**config.mk**
```make
export PLATFORM = sky130hd
export DESIGN_NAME = multiplicador_seq_flat
export DESIGN_NICKNAME = d
export VERILOG_FILES = /design/src/rtl/multiplicador_pkg.sv /design/src/rtl/multiplicador_seq_if.sv /design/src/rtl/multiplicador_seq_fila_mac.sv /design/src/rtl/multiplicador_seq.sv /design/src/flat_wrapper.sv
export SDC_FILE = /design/constraint.sdc
export NUM_CORES = 1
export LEC_CHECK = 0
export ABC_AREA = 1
export ABC_CLOCK_PERIOD_IN_PS = 6300
export CAP_MARGIN = 10
export CORE_MARGIN = 3
export CORE_UTILIZATION = 45
export DETAILED_ROUTE_END_ITERATION = 12
export GPL_ROUTABILITY_DRIVEN = 0
export PLACE_DENSITY = 0.69
export SETUP_SLACK_MARGIN = 0.4
export SYNTH_ARGS = -nofsm -noshare
export SYNTH_HDL_FRONTEND = slang
export SYNTH_SLANG_ARGS = --single-unit
export TNS_END_PERCENT = 100
```
**constraint.sdc**
```tcl
create_clock -name clk -period 6.3 [get_ports clk]
set_input_delay 1.89 -clock clk [delete_from_list [all_inputs] [get_ports clk]]
set_output_delay 1.89 -clock clk [all_outputs]
set_load 0.01 [all_outputs]
```
**src/rtl/multiplicador_pkg.sv**
```systemverilog
// multiplicador_pkg: shared FSM states and result-width helper for multiplicador_seq
package multiplicador_pkg;
  typedef enum logic [1:0] {IDLE, BUSY, DONE} state_t;
  function automatic int calc_w(input int bit_w, input int m);
    return 2 * bit_w + $clog2(m);
  endfunction
endpackage

```
**src/rtl/multiplicador_seq_if.sv**
```systemverilog
// multiplicador_seq_if: operand/result handshake bundle for multiplicador_seq
interface multiplicador_seq_if import multiplicador_pkg::*; #(
  parameter int Bit = 3,
  parameter int M = 4,
  parameter int N = 2
);
  localparam int W = calc_w(Bit, M);
  logic in_valid;
  logic in_ready;
  logic [N*M*Bit-1:0] in1;
  logic [M*Bit-1:0] in2;
  logic out_valid;
  logic out_ready;
  logic [N*W-1:0] out;
  modport master(output in_valid, in1, in2, out_ready, input in_ready, out_valid, out);
  modport slave(input in_valid, in1, in2, out_ready, output in_ready, out_valid, out);
endinterface

```
**src/rtl/multiplicador_seq_fila_mac.sv**
```systemverilog
// fila_mac: combinational M-element dot product; signed when MULTIPLICADOR_SIGNED_EN is defined
module fila_mac #(
  parameter int Bit = 3,
  parameter int M = 4,
  parameter int W = 8
) (
  input  logic [M*Bit-1:0] a,
  input  logic [M*Bit-1:0] x,
  output logic [W-1:0]     y
);
`ifdef MULTIPLICADOR_SIGNED_EN
  typedef logic signed [Bit-1:0] e_t;
  typedef logic signed [W-1:0] w_t;
`else
  typedef logic [Bit-1:0] e_t;
  typedef logic [W-1:0] w_t;
`endif
  w_t acc, ae, xe;
  // widen each element to W first so products and the sum never wrap
  always_comb begin
    acc = '0;
    ae = '0;
    xe = '0;
    for (int k = 0; k < M; k++) begin
      ae = w_t'(e_t'(a[k*Bit +: Bit]));
      xe = w_t'(e_t'(x[k*Bit +: Bit]));
      acc = acc + ae * xe;
    end
  end
  assign y = acc;
endmodule

```
**src/rtl/multiplicador_seq.sv**
```systemverilog
// multiplicador_seq: sequential matrix-vector product y = A*x, one row per cycle; MULTIPLICADOR_SIGNED_EN selects signed arithmetic
module multiplicador_seq import multiplicador_pkg::*; #(
  parameter int Bit = 3,
  parameter int M = 4,
  parameter int N = 2
) (
  input logic clk,
  input logic rst,
  multiplicador_seq_if.slave bus
);
  localparam int W = calc_w(Bit, M);
  localparam int RW = N > 1 ? $clog2(N) : 1;
  state_t state, state_nxt;
  logic [RW-1:0] r;
  logic last;
  logic [N*M*Bit-1:0] a_q;
  logic [M*Bit-1:0] x_q;
  logic [N*W-1:0] y_q;
  logic [W-1:0] dot;
  assign last = r == RW'(N - 1);
  assign bus.out = y_q;
  fila_mac #(.Bit(Bit), .M(M), .W(W)) u_mac (
    .a(a_q[r*M*Bit +: M*Bit]),
    .x(x_q),
    .y(dot)
  );
  // state register
  always_ff @(posedge clk or posedge rst) begin
    if (rst) state <= IDLE;
    else state <= state_nxt;
  end
  // next state and handshake outputs
  always_comb begin
    state_nxt = state;
    bus.in_ready = state == IDLE;
    bus.out_valid = state == DONE;
    state_nxt = state == IDLE ? (bus.in_valid ? BUSY : IDLE) :
                state == BUSY ? (last ? DONE : BUSY) :
                (bus.out_ready ? IDLE : DONE);
  end
  // operand capture on acceptance, one result row written per BUSY cycle
  always_ff @(posedge clk or posedge rst) begin
    if (rst) begin
      r <= '0;
      a_q <= '0;
      x_q <= '0;
      y_q <= '0;
    end else if (state == IDLE && bus.in_valid) begin
      a_q <= bus.in1;
      x_q <= bus.in2;
      r <= '0;
    end else if (state == BUSY) begin
      y_q[r*W +: W] <= dot;
      r <= last ? '0 : r + 1'b1;
    end
  end
endmodule
```
**src/flat_wrapper.sv**
```systemverilog
// flat-port wrapper written by rule: the top's interface ports become plain ports
module multiplicador_seq_flat import multiplicador_pkg::*;
#(
  parameter int Bit = 3,
  parameter int M = 4,
  parameter int N = 2
)
  (clk, rst, bus_in_valid, bus_in1, bus_in2, bus_out_ready, bus_in_ready, bus_out_valid, bus_out);
  multiplicador_seq_if #(.Bit(Bit), .M(M), .N(N)) bus_i ();
  input logic clk;
  input logic rst;
  input wire logic [$bits(bus_i.in_valid)-1:0] bus_in_valid;
  input wire logic [$bits(bus_i.in1)-1:0] bus_in1;
  input wire logic [$bits(bus_i.in2)-1:0] bus_in2;
  input wire logic [$bits(bus_i.out_ready)-1:0] bus_out_ready;
  output wire logic [$bits(bus_i.in_ready)-1:0] bus_in_ready;
  output wire logic [$bits(bus_i.out_valid)-1:0] bus_out_valid;
  output wire logic [$bits(bus_i.out)-1:0] bus_out;
  assign bus_i.in_valid = bus_in_valid;
  assign bus_i.in1 = bus_in1;
  assign bus_i.in2 = bus_in2;
  assign bus_i.out_ready = bus_out_ready;
  assign bus_in_ready = bus_i.in_ready;
  assign bus_out_valid = bus_i.out_valid;
  assign bus_out = bus_i.out;
  multiplicador_seq #(.Bit(Bit), .M(M), .N(N)) u_core (.clk(clk), .rst(rst), .bus(bus_i));
endmodule
```
==> flow_metrics.tcl, run 1 <==
set metrics [dict create \
    outcome "completed" \
    vias_per_cell 4.77 \
    critPathKind "flop to flop" \
    synthCells 398 \
    grt_antenna_before_repair 0 \
    grt_max_degree 56 \
    cts_resized 0 \
    dieArea_um2 8800 \
    num_antenna_cells 0 \
    cts_tree "done" \
    fin_cells 550 \
    synth_area_leaders "dfrtp_1 40%, fa_1 14%, nand2_1 9.7%" \
    critPathRequiredTime_ps 6510 \
    grt_pass1_wl_um 11800 \
    post_cts_buffers 0 \
    dpl.hpwl_um 5360 \
    yosys.area_share.simple_pct 21.6 \
    yosysTopAreaCellShare_pct 39.7 \
    cts.clk_slew.worst_paths_ps 100 \
    vias 2622 \
    nets 536 \
    wirelength_um 6750 \
    htreeDepth 2 \
    r2r_cells 18 \
    drtAntennaViolNets 0 \
    area_growth_pct 20.5 \
    synth-adder-area-share_pct 21.6 \
    cp_max_fo 19 \
    synth_cell_types 22 \
    rrSetupSlack_ps 1220 \
    fillCellCount 688 \
    ys_seq_elements 55 \
    cts_root_buf "clkbuf_8" \
    setup_viol 0 \
    crit_arrival_ps 5290 \
    r2r-start "u_core.last" \
    hold_class "flop to flop" \
    synth_compound_gate_area_share_pct 5.05 \
    multi_input_comb_area_um2 1760 \
    initial_core_util_pct 47.1 \
    synth_top_family_by_area "adder cells" \
    post-route-period-util_pct 80.6 \
    netlist_area_um2 3470 \
    cts_buffers 5 \
    critical_path.startpoint "u_core.last" \
    register_area_um2 1380 \
    muxShareOfSynthArea_pct 2.02 \
    yosysTopAreaCell "dfrtp_1" \
    holdPathEnd "u_core.a_q[10]" \
    clock-skew-final_ps 9.61 \
    holdPathStages 2 \
    grt-ovfl-total 0 \
    rsz0062_at_grt "false" \
    clock_sinks 55 \
    dieWidth_um 93.8 \
    tightest_slew_ps 904 \
    ys_seq_area_share_pct 39.7 \
    port_buffers 57 \
    dieHeight_um 93.8 \
    grt_usage_pct 16.8 \
    fin_tns_setup_ps 0 \
    firstDrtPassIters 4 \
    avgSynthCellArea_um2 8.72 \
    finalHoldViolCount 0 \
    slew_headroom_pct 39.6 \
    drt-initial-drc-count 148 \
    rr_endpoint "u_core.bus.out[14]" \
    wl_per_cell_um 12.3 \
    ctsLongestPathBuffers 2 \
    post-route-min-period_ps 5080 \
    drive_above_1_share_pct 6.43 \
    core_area_um2 7370 \
    grt_pass1_vias 2624 \
    rows 31 \
    ys_warn_count 0 \
    ios 58 \
    synth_xor_area_share_pct 0.252 \
    drv_slew 0 \
    fmax_mhz 197 \
    cts_hold_buf 0 \
    clock_latency_ps 310 \
    hold_start "u_core.a_q[10]" \
    start_kind "flop" \
    cp-end-kind "flop" \
    numPlacedInstances 543 \
    route.detailed.drc 0 \
    drv_cap 0 \
    synth_nets 483 \
]
## sequential cells by signal, summed over array words and instances (netlist names)
signal and flops:
u_core.bus.out 16, u_core.x_q 12, u_core.last 1, u_core.state 2
u_core.a_q 24
## worst max-delay path by stage
| stage | slack (ps) | endpoint | cells past startpoint |
|---|---|---|---|
| after global placement | 1320 | u_core.bus.out[14] | 18 |
| after CTS | 1210 | u_core.bus.out[14] | 18 |
| after global routing | 900 | u_core.bus.out[6] | 18 |
| final | 1220 | u_core.bus.out[14] | 18 |
| after floorplan | 1790 | u_core.bus.out[14] | 21 |
| after detailed placement | 1210 | u_core.bus.out[14] | 18 |
## layout make-up
type	count	area share, %
multi-input cells	263	42.0
clock inverters	1	0.209
clock buffers	6	1.97
repair buffers	59	14.0
inverters	67	6.01
flip-flops and latches	55	32.9
well taps	99	2.96
## metrics by stage
step,hold WS (ps),setup slack (ps),instance area (um^2),utilization [%]
after floorplan,437,1790,3470,-
after global placement,451,1320,4090,55.5
after detailed placement,456,1210,4090,55.5
after CTS,481,1210,4180,56.8
after global routing,507,899,4180,56.8
final,478,1220,4180,56.8
## per-layer routing
metal | vias up | wire (um) | GRT usage (%)
li1 | 1314 | - | -
met5 | - | 0 | 0
met4 | 0 | 80 | 3.97
met2 | 53 | 3170 | 26.5
met1 | 1248 | 3270 | 24.3
met3 | 7 | 227 | 2.88
## cells by family (layout without fill, tap and decap cells)
family / after synthesis / in the layout
xor gates and xnor gates: 1 / 1
and+or+nand+nor: 178 / 178
buffers and inverters: 80 / 133
AOI/OAI and AO/OA: 32 / 32
DFF: 55 / 55
adders and majority gates: 45 / 45
muxes: 7 / 7
## synth_stat cells, drive strengths merged
| cell | number |
|---|---|
| inv | 67 |
| fa | 25 |
| o21ai | 13 |
| nor2 | 47 |
| mux2i | 7 |
| nand2 | 92 |
| ha | 20 |
| nand3 | 30 |
| buf | 11 |
| clkbuf | 2 |
| xor2 | 1 |
| a21oi | 19 |
| dfrtp | 55 |
| or2 | 9 |
## cells in the final DEF, fill, tap and decap left out, types with 4 or more instances in the layout
cell	n
o21ai_1	4
mux2i_1	7
nand2_1	90
clkdlybuf4s50_1	57
or2_2	7
o21ai_0	5
nand3_1	30
inv_2	4
ha_1	20
fa_1	25
dfrtp_1	55
o21ai_2	4
clkbuf_8	6
inv_1	63
a21oi_1	19
nor2_1	44
## critical path, stage by stage, from the launching register on
cell	delay (ps)
dfrtp_1	830
mux2i_1	260
or2_2	350
fa_1	480
fa_1	540
inv_1	50
fa_1	530
inv_1	50
fa_1	520
inv_1	40
ha_1	290
ha_1	240
fa_1	400
nand2_1	80
nand2_1	60
nand2_1	60
nand2_1	60
nand3_1	70
nand2_1	50
Power of run 1 is left out: the tool's default activity adds up to more than one toggle a clock period on the data nets, which glitch-free logic cannot reach.
==> run 2: changes to the inputs <==
Settings changed: ABC_CLOCK_PERIOD_IN_PS 6300 to 4300, PLACE_DENSITY 0.69 to 0.72.
Clock period 6.3 ns to 4.3 ns, I/O delays scaled along.
==> run 2 against run 1 <==
The flow now finishes with violations (setup timing). Sequential share of layout area decreased by 1.9 points. Core utilization increased by 3.5 points. Non-clock buffer count increased by 16. Final cell count increased by 2.7%. Die area unchanged. Maximum frequency increased by 17%. Clock skew decreased by 5.1 ps. Via count increased by 1.8%. Routed wire length increased by 1.2%. Global-route usage decreased by 0.44 points. Setup slack got worse by 1300 ps. Highest routed layer unchanged.
==> flow_metrics.tcl, run 2 (synthesis results as in run 1) <==
set metrics [dict create \
    drv_slew 0 \
    ctsLongestPathBuffers 2 \
    grt_usage_pct 16.4 \
    area_growth_pct 27.9 \
    met3WireLength_um 203 \
    cts_hold_buf 0 \
    drv_cap 0 \
    grt_pass1_wl_um 11600 \
    wl_per_cell_um 12.1 \
    crit_family "adder cells" \
    htreeDepth 2 \
    regMostFlops "u_core.a_q" \
    ios 58 \
    slew_headroom_pct 39.9 \
    critPathRequiredTime_ps 4500 \
    critPathKind "flop to flop" \
    setup_viol 2 \
    cp-end-kind "flop" \
    drt-initial-drc-count 89 \
    port_buffers 57 \
    r2r-start "u_core.last" \
    crit_top_cell "nand2_1" \
    post-route-min-period_ps 4340 \
    grt_pass1_vias 2655 \
    cts_tree "done" \
    hold_ws_ps 482 \
    drive_above_1_share_pct 14.8 \
    start_kind "flop" \
    dieArea_um2 8800 \
    num_antenna_cells 0 \
    layout_common_cells "88 x nand2_1, 57 x inv_1, 57 x clkdlybuf4s50_1" \
    route.detailed.drc 0 \
    fin_ws_ps -37.7 \
    post-route-period-util_pct 101 \
    path_buf_inv 4 \
    firstDrtPassIters 4 \
    drtAntennaViolNets 0 \
    dpl.hpwl_um 5420 \
    outcome "finished, violations left" \
    wl_met2_um 3450 \
    dieHeight_um 93.8 \
    cts_buffers 5 \
    critical_path.startpoint "u_core.last" \
    rsz0062_at_grt "true" \
    hold_class "flop to flop" \
    wirelength_um 6830 \
    cp_cell_sequence "buf_12 -> mux2i_4 -> or2_4 -> fa_2 -> fa_1 -> inv_1 -> fa_1 -> inv_2 -> fa_2 -> inv_2 -> fa_1 -> fa_2 -> nand2_2 -> nand2_1 -> nand2_1 -> nand2_1 -> nand3_1 -> nand2_1" \
    rows 31 \
    tightest_slew_ps 898 \
    hold_start "u_core.a_q[12]" \
    vias_per_cell 4.72 \
    clock_sinks 55 \
    layout_commonest_cell "nand2_1" \
    clock-skew-final_ps 4.52 \
    dieWidth_um 93.8 \
    core_area_um2 7370 \
    fmax_mhz 231 \
    nets 552 \
    grt_antenna_before_repair 0 \
    grt-ovfl-total 0 \
    slowest_delay_ps 500 \
    met1Wirelength_um 3120 \
    highest_layer "met4" \
    largest_reg_flops 24 \
    cts.clk_slew.worst_paths_ps 90 \
    initial_core_util_pct 47.1 \
    vias 2668 \
    grt_max_degree 56 \
    clock_latency_ps 300 \
    crit_arrival_ps 4540 \
    final_util_pct 60.2 \
    cp_max_fo 8 \
    cts_root_buf "clkbuf_8" \
    finalHoldViolCount 0 \
    critPathSlowestCell "fa_1" \
    violations "setup timing" \
]
run 2: cell count changes in the layout (fill, tap and decap cells not counted), sizes merged:
| cell | previous run | this run |
|---|---|---|
| buf | 2 | 18 |
| clkinvlp | 0 | 1 |
| clkbuf | 6 | 5 |
| inv | 68 | 67 |
run 2: layer usage:
metal	vias to the layer above	global-route usage [%]
li1	1351	-
met1	1263	22.2
met2	48	27.4
met3	6	2.72
met4	0	3.97
met5	-	0
run 2: final timing paths:
kind	endpoint	slack, ps	cells after the start
setup reg to reg	u_core.bus.out[14]	-40	18
min in group asynchronous	u_core.a_q[1]	1310	2
max in group asynchronous	u_core.last	2450	3
setup / recovery	u_core.bus.out[14]	-40	18
hold / removal	u_core.a_q[12]	480	2
hold reg to reg	u_core.a_q[12]	480	2
run 2: area by class of cell:
type,count,area [um^2]
clock buffers,5,68.8
clock inverters,1,7.51
fillers,651,2930
inverters,67,254
multi-input cells,263,1870
flip-flops and latches,55,1380
well taps,99,124
repair buffers,75,734
run 2: repair_timing:
item	in CTS	in global routing
resized for setup	12	11
endpoints found under the hold margin	0	0
pin swaps	3	5
gates cloned	0	0
setup endpoints to repair	12	12
setup buffers	1	0
run 2: worst reg2reg max path: cells and delay by family (launching register included):
family                     cells  cell delay [ps]
DFF                            1              460
muxes                          1              190
adders and majority gates      6             2660
buffers and inverters          4              320
and+or+nand+nor                7              600
run 2: stage by stage:
stage / area, um^2 / std cells / setup WS, ps / setup TNS, ps
finish: 4440 / 565 / -37.7 / -70.3
global route: 4440 / 565 / -200 / -1270
CTS: 4380 / 564 / -46.9 / -91.9
detailed placement: 4250 / 557 / -161 / -917
global placement: 4250 / 557 / -68.5 / -150
floorplan: 3510 / 398 / -6.67 / -13.3
Power of run 2 is left out for the same reason.
==> run 3: changes to the inputs <==
Settings changed: REMOVE_ABC_BUFFERS set to 1.
==> run 3 against run 2 <==
The run still ends with setup timing left. Register-to-register slack got worse by 70 ps. Maximum frequency shrank 1.6%. Non-clock buffer count grew 15. Setup slack got worse by 69 ps. Die area stayed put. Worst hold slack got worse by 1.3 ps. Routed wire length rose by 9.8%. Core utilization increased by 2.8 points. Clock skew up 4.3 ps. Largest cell class unchanged.
==> flow_metrics.tcl, run 3 (synthesis results as in run 1) <==
set metrics [dict create \
    vias 2810 \
    dpl.hpwl_um 5660 \
    setup_viol 7 \
    dieArea_um2 8800 \
    rows 31 \
    post-route-min-period_ps 4410 \
    crit_top_cell "nand2_1" \
    critPathKind "flop to flop" \
    drv_cap 0 \
    cp-end-kind "flop" \
    hold_class "flop to flop" \
    ctsLongestPathBuffers 2 \
    fillCellCount 621 \
    grt_pass1_wl_um 13200 \
    port_buffers 57 \
    cts_root_buf "clkbuf_8" \
    wirelength_um 7510 \
    grt-ovfl-total 0 \
    start_kind "flop" \
    tightest_slew_ps 886 \
    drive_above_1_share_pct 20.1 \
    grt_max_degree 56 \
    regMostFlops "u_core.a_q" \
    htreeDepth 2 \
    grt_usage_pct 18.6 \
    drv_slew 0 \
    rsz0062_at_grt "true" \
    cts.clk_slew.worst_paths_ps 100 \
    cts_tree "done" \
    multi_input_comb_area_um2 1910 \
    clock_latency_ps 310 \
    fin_ws_ps -107 \
    clock-skew-final_ps 8.85 \
    finalHoldViolCount 0 \
    ios 58 \
    route.detailed.drc 0 \
    cts_buffers 5 \
    layout_common_cells "88 x nand2_1, 57 x clkdlybuf4s50_1, 55 x inv_1" \
    post-route-period-util_pct 102 \
    fmax_mhz 227 \
    core_area_um2 7370 \
    cp_cell_sequence "buf_12 -> buf_6 -> mux2i_4 -> nor2_2 -> fa_1 -> inv_2 -> fa_1 -> inv_1 -> fa_2 -> inv_2 -> fa_2 -> inv_2 -> ha_4 -> ha_4 -> fa_2 -> nand2_1 -> nand2_1 -> nand2_1 -> nand2_1 -> nand3_1 -> nand2_1" \
    drtAntennaViolNets 0 \
    dieHeight_um 93.8 \
    slowest_delay_ps 530 \
    area_growth_pct 33.9 \
    largest_reg_flops 24 \
    vias_per_cell 4.83 \
    path_buf_inv 6 \
    outcome "finished, violations left" \
    grt_antenna_before_repair 0 \
    slew_headroom_pct 40.7 \
    crit_family "adder cells" \
    num_antenna_cells 0 \
    critPathSlowestCell "fa_1" \
    critPathRequiredTime_ps 4510 \
    cp_max_fo 5 \
    nets 567 \
    wl_per_cell_um 12.9 \
    initial_core_util_pct 47.1 \
    cts_hold_buf 0 \
    layout_commonest_cell "nand2_1" \
    firstDrtPassIters 4 \
    hold_ws_ps 481 \
    crit_arrival_ps 4620 \
    violations "setup timing" \
    clock_sinks 55 \
    pre_cts_ws_ps -403 \
    final_util_pct 63.0 \
    register_area_um2 1380 \
    dieWidth_um 93.8 \
    grt_pass1_vias 2957 \
    drt-initial-drc-count 138 \
]
[run 3: cell count changes in the layout (fill, tap and decap cells not counted), moves of 2 or more]
cell     delta
nand3_1     -5
inv_1       -2
mux2i_2     +2
buf_6       +2
buf_4      +12
mux2i_4     -2
inv_2       +3
nand3_2     +5
[run 3: worst paths after layout]
| check | start | endpoint | slack [ps] | cells after the start |
|---|---|---|---|---|
| setup / recovery | u_core.last | u_core.bus.out[6] | -110 | 21 |
| hold / removal | u_core.a_q[0] | u_core.a_q[0] | 480 | 2 |
| setup reg to reg | u_core.last | u_core.bus.out[6] | -110 | 21 |
| hold reg to reg | u_core.a_q[0] | u_core.a_q[0] | 480 | 2 |
| max in group asynchronous | rst | u_core.last | 2420 | 3 |
| min in group asynchronous | rst | u_core.bus.out[9] | 1330 | 2 |
[run 3: metrics by stage]
| step | setup TNS (ps) | cell area, um^2 | std cells |
|---|---|---|---|
| 3_5_place_dp | -2720 | 4270 | 567 |
| 3_3_place_gp | -1290 | 4270 | 567 |
| 2_1_floorplan | -3490 | 3380 | 385 |
| 5_1_grt | -2020 | 4650 | 582 |
| 6_report | -453 | 4650 | 582 |
| 4_1_cts | -343 | 4620 | 581 |
[run 3: layout make-up]
cell class | instances | area share, %
sequential | 55 | 29.7
tap | 99 | 2.67
inverter | 67 | 5.41
timing repair buffer | 90 | 18.6
clock buffer | 6 | 1.78
multi-input combinational | 263 | 41.1
clock inverter | 2 | 0.835
[run 3: per-layer routing]
metal | wire length (um) | GRT usage, % | vias to the layer above | part of all wire (%)
met5 | 0 | 0 | - | 0
met4 | 122 | 4.93 | 0 | 1.6
met3 | 254 | 2.56 | 16 | 3.4
met2 | 3820 | 32.3 | 66 | 51
met1 | 3310 | 24.5 | 1350 | 44
li1 | - | - | 1378 | -
[run 3: repair_timing]
action | in CTS | in global routing
cloned | 0 | 0
gates resized for setup | 49 | 3
setup endpoints to repair | 12 | 12
pin swaps | 35 | 2
buffers inserted | 6 | 0
[run 3: worst min-delay path, delay by kind of cell (launching register included)]
family / cells / cell delay, ps
flops: 1 / 360
simple gates: 2 / 90
Power of run 3 is left out for the same reason.
